==> src/rtl/fir4_rr_sched.sv <==
// Round-robin sequencer sharing one serial 4-tap signed sum across NCH channels.
// Each channel keeps a private 3-deep history; results leave on a valid/ready port.
module fir4_rr_sched #(
  parameter int w   = 16,
  parameter int NCH = 2
) (
  input  logic             clk,
  input  logic             reset,
  input  logic [NCH-1:0]   in_valid,
  input  logic [NCH*w-1:0] in_data,
  output logic [NCH-1:0]   in_ready,
  output logic             out_valid,
  input  logic             out_ready,
  output logic [w+1:0]     s,
  output logic [1:0]       out_ch,
  output logic             busy
);

  localparam int         CW   = (NCH > 2) ? 2 : 1;
  localparam logic [1:0] LAST = 2'(NCH - 1);

  typedef enum logic [1:0] {IDLE, ACC, OUT} state_t;

  state_t         state, state_nxt;
  logic [1:0]     rr_ptr, cur_ch, k, gidx;
  logic [w-1:0]   x0, gdata, term;
  logic [w+1:0]   acc;
  logic [w-1:0]   hist [NCH][3];
  logic [NCH-1:0] grant;
  logic           found, accept;
  logic [2:0]     idx;

  function automatic logic [w+1:0] sext(input logic [w-1:0] v);
    return {{2{v[w-1]}}, v};
  endfunction

  // First valid channel scanning upward from rr_ptr, wrapping at NCH.
  always_comb begin
    grant = '0;
    gidx  = '0;
    found = 1'b0;
    idx   = '0;
    for (int unsigned i = 0; i < NCH; i++) begin
      idx = {1'b0, rr_ptr} + 3'(i);
      if (idx >= 3'(NCH)) idx = idx - 3'(NCH);
      if (!found && in_valid[idx[CW-1:0]]) begin
        found              = 1'b1;
        gidx               = idx[1:0];
        grant[idx[CW-1:0]] = 1'b1;
      end
    end
  end

  assign in_ready = (state == IDLE) ? grant : '0;
  assign accept   = |(in_valid & in_ready);
  assign gdata    = in_data[int'(gidx)*w +: w];
  assign term     = hist[cur_ch[CW-1:0]][2'(k - 2'd1)];
  assign busy     = (state != IDLE);

  always_comb begin
    state_nxt = state;
    case (state)
      IDLE:    if (accept)     state_nxt = ACC;
      ACC:     if (k == 2'd3)  state_nxt = OUT;
      OUT:     if (out_ready)  state_nxt = IDLE;
      default:                 state_nxt = IDLE;
    endcase
  end

  always_ff @(posedge clk or posedge reset) begin
    if (reset) state <= IDLE;
    else       state <= state_nxt;
  end

  always_ff @(posedge clk or posedge reset) begin
    if (reset) begin
      rr_ptr    <= '0;
      cur_ch    <= '0;
      k         <= '0;
      x0        <= '0;
      acc       <= '0;
      s         <= '0;
      out_ch    <= '0;
      out_valid <= 1'b0;
      for (int unsigned c = 0; c < NCH; c++)
        for (int unsigned j = 0; j < 3; j++)
          hist[c][j] <= '0;
    end else begin
      case (state)
        IDLE: if (accept) begin
          x0     <= gdata;
          cur_ch <= gidx;
          acc    <= sext(gdata);
          k      <= 2'd1;
        end
        ACC: begin
          acc <= acc + sext(term);
          if (k == 2'd3) begin
            // History shifts only after the last tap has been read.
            hist[cur_ch[CW-1:0]][2] <= hist[cur_ch[CW-1:0]][1];
            hist[cur_ch[CW-1:0]][1] <= hist[cur_ch[CW-1:0]][0];
            hist[cur_ch[CW-1:0]][0] <= x0;
            s         <= acc + sext(term);
            out_ch    <= cur_ch;
            out_valid <= 1'b1;
          end else begin
            k <= k + 2'd1;
          end
        end
        OUT: if (out_ready) begin
          out_valid <= 1'b0;
          rr_ptr    <= (cur_ch == LAST) ? 2'd0 : cur_ch + 2'd1;
        end
        default: ;
      endcase
    end
  end

endmodule
==> config.mk <==
export PLATFORM = sky130hd
export DESIGN_NAME = fir4_rr_sched
export DESIGN_NICKNAME = d
export VERILOG_FILES = /design/src/rtl/fir4_rr_sched.sv
export SDC_FILE = /design/constraint.sdc
export NUM_CORES = 1
export LEC_CHECK = 0
export BUFFER_PORTS_ARGS = -buffer_cell sky130_fd_sc_hd__buf_2
export CAP_MARGIN = 20
export CORE_UTILIZATION = 49
export CTS_CLUSTER_SIZE = 20
export DETAILED_ROUTE_END_ITERATION = 12
export PLACE_DENSITY = 0.67
export SLEW_MARGIN = 15
export SYNTH_ARGS = -nofsm -noshare
export SYNTH_HDL_FRONTEND = slang
export SYNTH_SLANG_ARGS = --single-unit
==> constraint.sdc <==
create_clock -name clk -period 12.88 [get_ports clk]
set_clock_uncertainty 0.15 [all_clocks]
set_input_delay 2.576 -clock clk [delete_from_list [all_inputs] [get_ports clk]]
set_output_delay 2.576 -clock clk [all_outputs]
set_load 0.05 [all_outputs]
==> impl_metrics.py <==
metrics = {
    "floorplanning": {
        "die_area_um2": 16100,
        "core_region_area_um2": 15200,
        "ioPinCount": 61,
        "die_height_um": 127,
        "floorplan.initialDensity_pct": 50.3,
        "std_cell_rows": 45,
        "die_w_um": 127,
    },
    "routing": {
        "detail_route.iter0.violations": 316,
        "wl_per_cell_um": 18.6,
        "route.detailed.vias_per_inst": 5.76,
        "routed_wirelength_mm": 16.1,
        "num_vias": 4987,
        "detail_route.first_pass.iterations": 4,
        "postRouteAntennaNets": 0,
        "drt_drc_violations_left": 0,
    },
    "clock_tree": {
        "postCtsSetupBuffers": 0,
        "cts_hold_buffers": 0,
        "tritoncts_clock_tree": "yes",
        "ctsLongestPathBuffers": 2,
        "insertion_delay_ns": 0.42,
        "cts-root-buf": "sky130_fd_sc_hd__clkbuf_16",
        "number_of_clock_sinks_seen_by_cts": 159,
        "cts_made_buffers": 17,
        "post_cts_resized": 0,
        "path_clk_slew_ns": 0.06,
        "cts_max_level": 4,
    },
    "sta": {
        "final_hold_vios": 0,
        "fin_tns_setup_ns": 0,
        "timing.final.ws_setup_ns": 6.81,
        "layout_worst_path_cycle_share_pct": 47.1,
        "drv_slew": 0,
        "post-route-min-period_ns": 6.07,
        "timing.fmax_mhz": 165,
        "worst_pin_slew_ns": 0.843,
        "rsz_0062_raised_after_global_routing": "no",
        "setup_viol_count_final": 0,
        "maxSlewHeadroom_pct": 43.8,
    },
    "placement": {
        "hpwl_mm": 10.5,
        "detailedPlace.worstSlack_ns": 6.82,
        "io_buffer_count": 60,
        "place_area_um2": 8130,
        "gpl.final_weighted_congestion": 0.853,
    },
    "grt": {
        "antenna_violations_before_repair": 0,
        "grt_start_max_net_pins": 81,
        "vias_in_the_first_global_route": 5112,
        "grt_resource_usage_total_pct": 21.6,
        "first_pass_grt_wire_length_mm": 26.6,
        "overflow": 0,
    },
    "synth": {
        "synth.yosys.seq_area_share_pct": 52.1,
        "synthesized_instance_count": 607,
        "number_of_enable_flip_flop_cells_after_synthesis": 0,
        "synth_top_flop_cell": "sky130_fd_sc_hd__dfrtp_1",
        "yosysMostFrequentCell": "sky130_fd_sc_hd__dfrtp_1",
        "postSynthAreaPerCell_um2": 12.6,
        "synthesis_warnings": 0,
        "flip_flop_and_latch_count_after_synthesis": 159,
        "ranking_of_synthesized_cells_by_area": "sky130_fd_sc_hd__dfrtp_1 (52%), sky130_fd_sc_hd__mux2_2 (16%), sky130_fd_sc_hd__mux4_2 (4.7%)",
        "syn-cell-area_um2": 7640,
        "synth_top_area_share_pct": 52.1,
        "synth_area_leader_cell": "sky130_fd_sc_hd__dfrtp_1",
        "async_flop_share_pct": 100,
        "syn-num-nets": 663,
        "yosysUniqueCellTypes": 41,
        "synth.top_cells.by_count": "sky130_fd_sc_hd__dfrtp_1 (159), sky130_fd_sc_hd__mux2_2 (108), sky130_fd_sc_hd__nand2_1 (42)",
    },
    "critical_path": {
        "endpoint_kind": "primary output",
        "critPathLaunchType": "input pin",
        "timing.critical_path.from": "in_valid[0]",
        "crit-reg2reg-launch": "k[0]",
        "cp_data_arrival_time_ns": 3.34,
        "timing.critical_path.fanout_max": 3,
        "critPathKind": "input pin to primary output",
        "worst_ep_required_time_ns": 10.15,
    },
    "cells_and_area": {
        "final_cell_area_um2": 8710,
        "nets_finish": 721,
        "n_fill_cell": 1220,
        "drive_above_1_share_pct": 34.1,
        "area_growth_syn_to_layout_pct": 14.0,
        "antennaDiodeCount": 0,
    },
    "status": {
        "outcome": "finished, final reports clean",
    },
    "worst_hold_path": {
        "min-delay-path-class": "flop to flop",
        "hold_path_startpoint": "s[17]",
    },
    "flow_run": {
        "max_cap_violations": 0,
    },
}
## worst max-delay path, cell delays in order
cell and delay [ns]:
sky130_fd_sc_hd__buf_2 0.11, sky130_fd_sc_hd__inv_1 0.08, sky130_fd_sc_hd__a211oi_1 0.26, sky130_fd_sc_hd__buf_2 0.32
## flip-flops by register name (all words and copies together), names as in the netlist
register and cells:
state 2, k 2, rr_ptr 2, out_ch 2, s 18, hist 96, out_valid 1, cur_ch 2
x0 16, acc 18
## kinds of logic after synthesis
| group | synth area share (%) |
|---|---|
| DFF | 52.1 |
| muxes | 24.7 |
| and+or+nand+nor | 5.57 |
| xor gates and xnor gates | 1.72 |
| buffers and inverters | 2.41 |
| AOI/OAI and AO/OA | 10.3 |
| adders and majority gates | 3.21 |
## per-layer routing
| layer | vias up | GRT usage [%] | routed length, µm |
|---|---|---|---|
| li1 | 2330 | - | - |
| met1 | 2548 | 29.6 | 7590 |
| met2 | 93 | 35.1 | 7730 |
| met3 | 16 | 3.04 | 548 |
| met4 | 0 | 8.12 | 220 |
| met5 | - | 0 | 0 |
## worst paths after layout
kind | endpoint | slack, ns | cells after the start
min in group asynchronous | hist[58] | 2.14 | 2
max | in_ready[0] | 6.81 | 4
max in group asynchronous | s[7] | 9.32 | 4
min | s[17] | 0.33 | 2
min reg2reg | s[17] | 0.33 | 2
max reg2reg | s[12] | 8.50 | 12
## per-stage QoR
| stage | instances | util (%) | hold WS [ns] |
|---|---|---|---|
| after global placement | 833 | 53.5 | 0.312 |
| after CTS | 865 | 57.1 | 0.338 |
| after floorplan | 607 | - | 0.312 |
| after global routing | 866 | 57.3 | 0.363 |
| final | 866 | 57.3 | 0.333 |
| after detailed placement | 833 | 53.5 | 0.325 |
## cell usage in the layout (no fill, tap or decap), types with 8 or more instances in the layout
cell type and instances:
sky130_fd_sc_hd__dfrtp_1 158, sky130_fd_sc_hd__mux2_2 108, sky130_fd_sc_hd__buf_2 60, sky130_fd_sc_hd__nand2_1 41, sky130_fd_sc_hd__o21ai_0 32, sky130_fd_sc_hd__mux2i_1 31
sky130_fd_sc_hd__nor2_1 29, sky130_fd_sc_hd__a21oi_1 24, sky130_fd_sc_hd__a21o_1 21, sky130_fd_sc_hd__ha_1 18, sky130_fd_sc_hd__clkbuf_16 17, sky130_fd_sc_hd__mux4_2 16
sky130_fd_sc_hd__a221o_1 12, sky130_fd_sc_hd__buf_4 11, sky130_fd_sc_hd__xnor2_1 9, sky130_fd_sc_hd__inv_1 8
## area by class of cell
class / instances / area [µm²] / area share [%]
clock buffers: 24 / 462 / 5.30
clock inverters: 8 / 83.8 / 0.963
inverters: 9 / 38.8 / 0.445
multi-input cells: 406 / 3500 / 40.2
flip-flops and latches: 159 / 3980 / 45.7
well taps: 188 / 235 / 2.70
repair buffers: 72 / 410 / 4.71
Power is not shown: default switching activity piles up to over one toggle a cycle in this logic, so the estimate is an artifact.
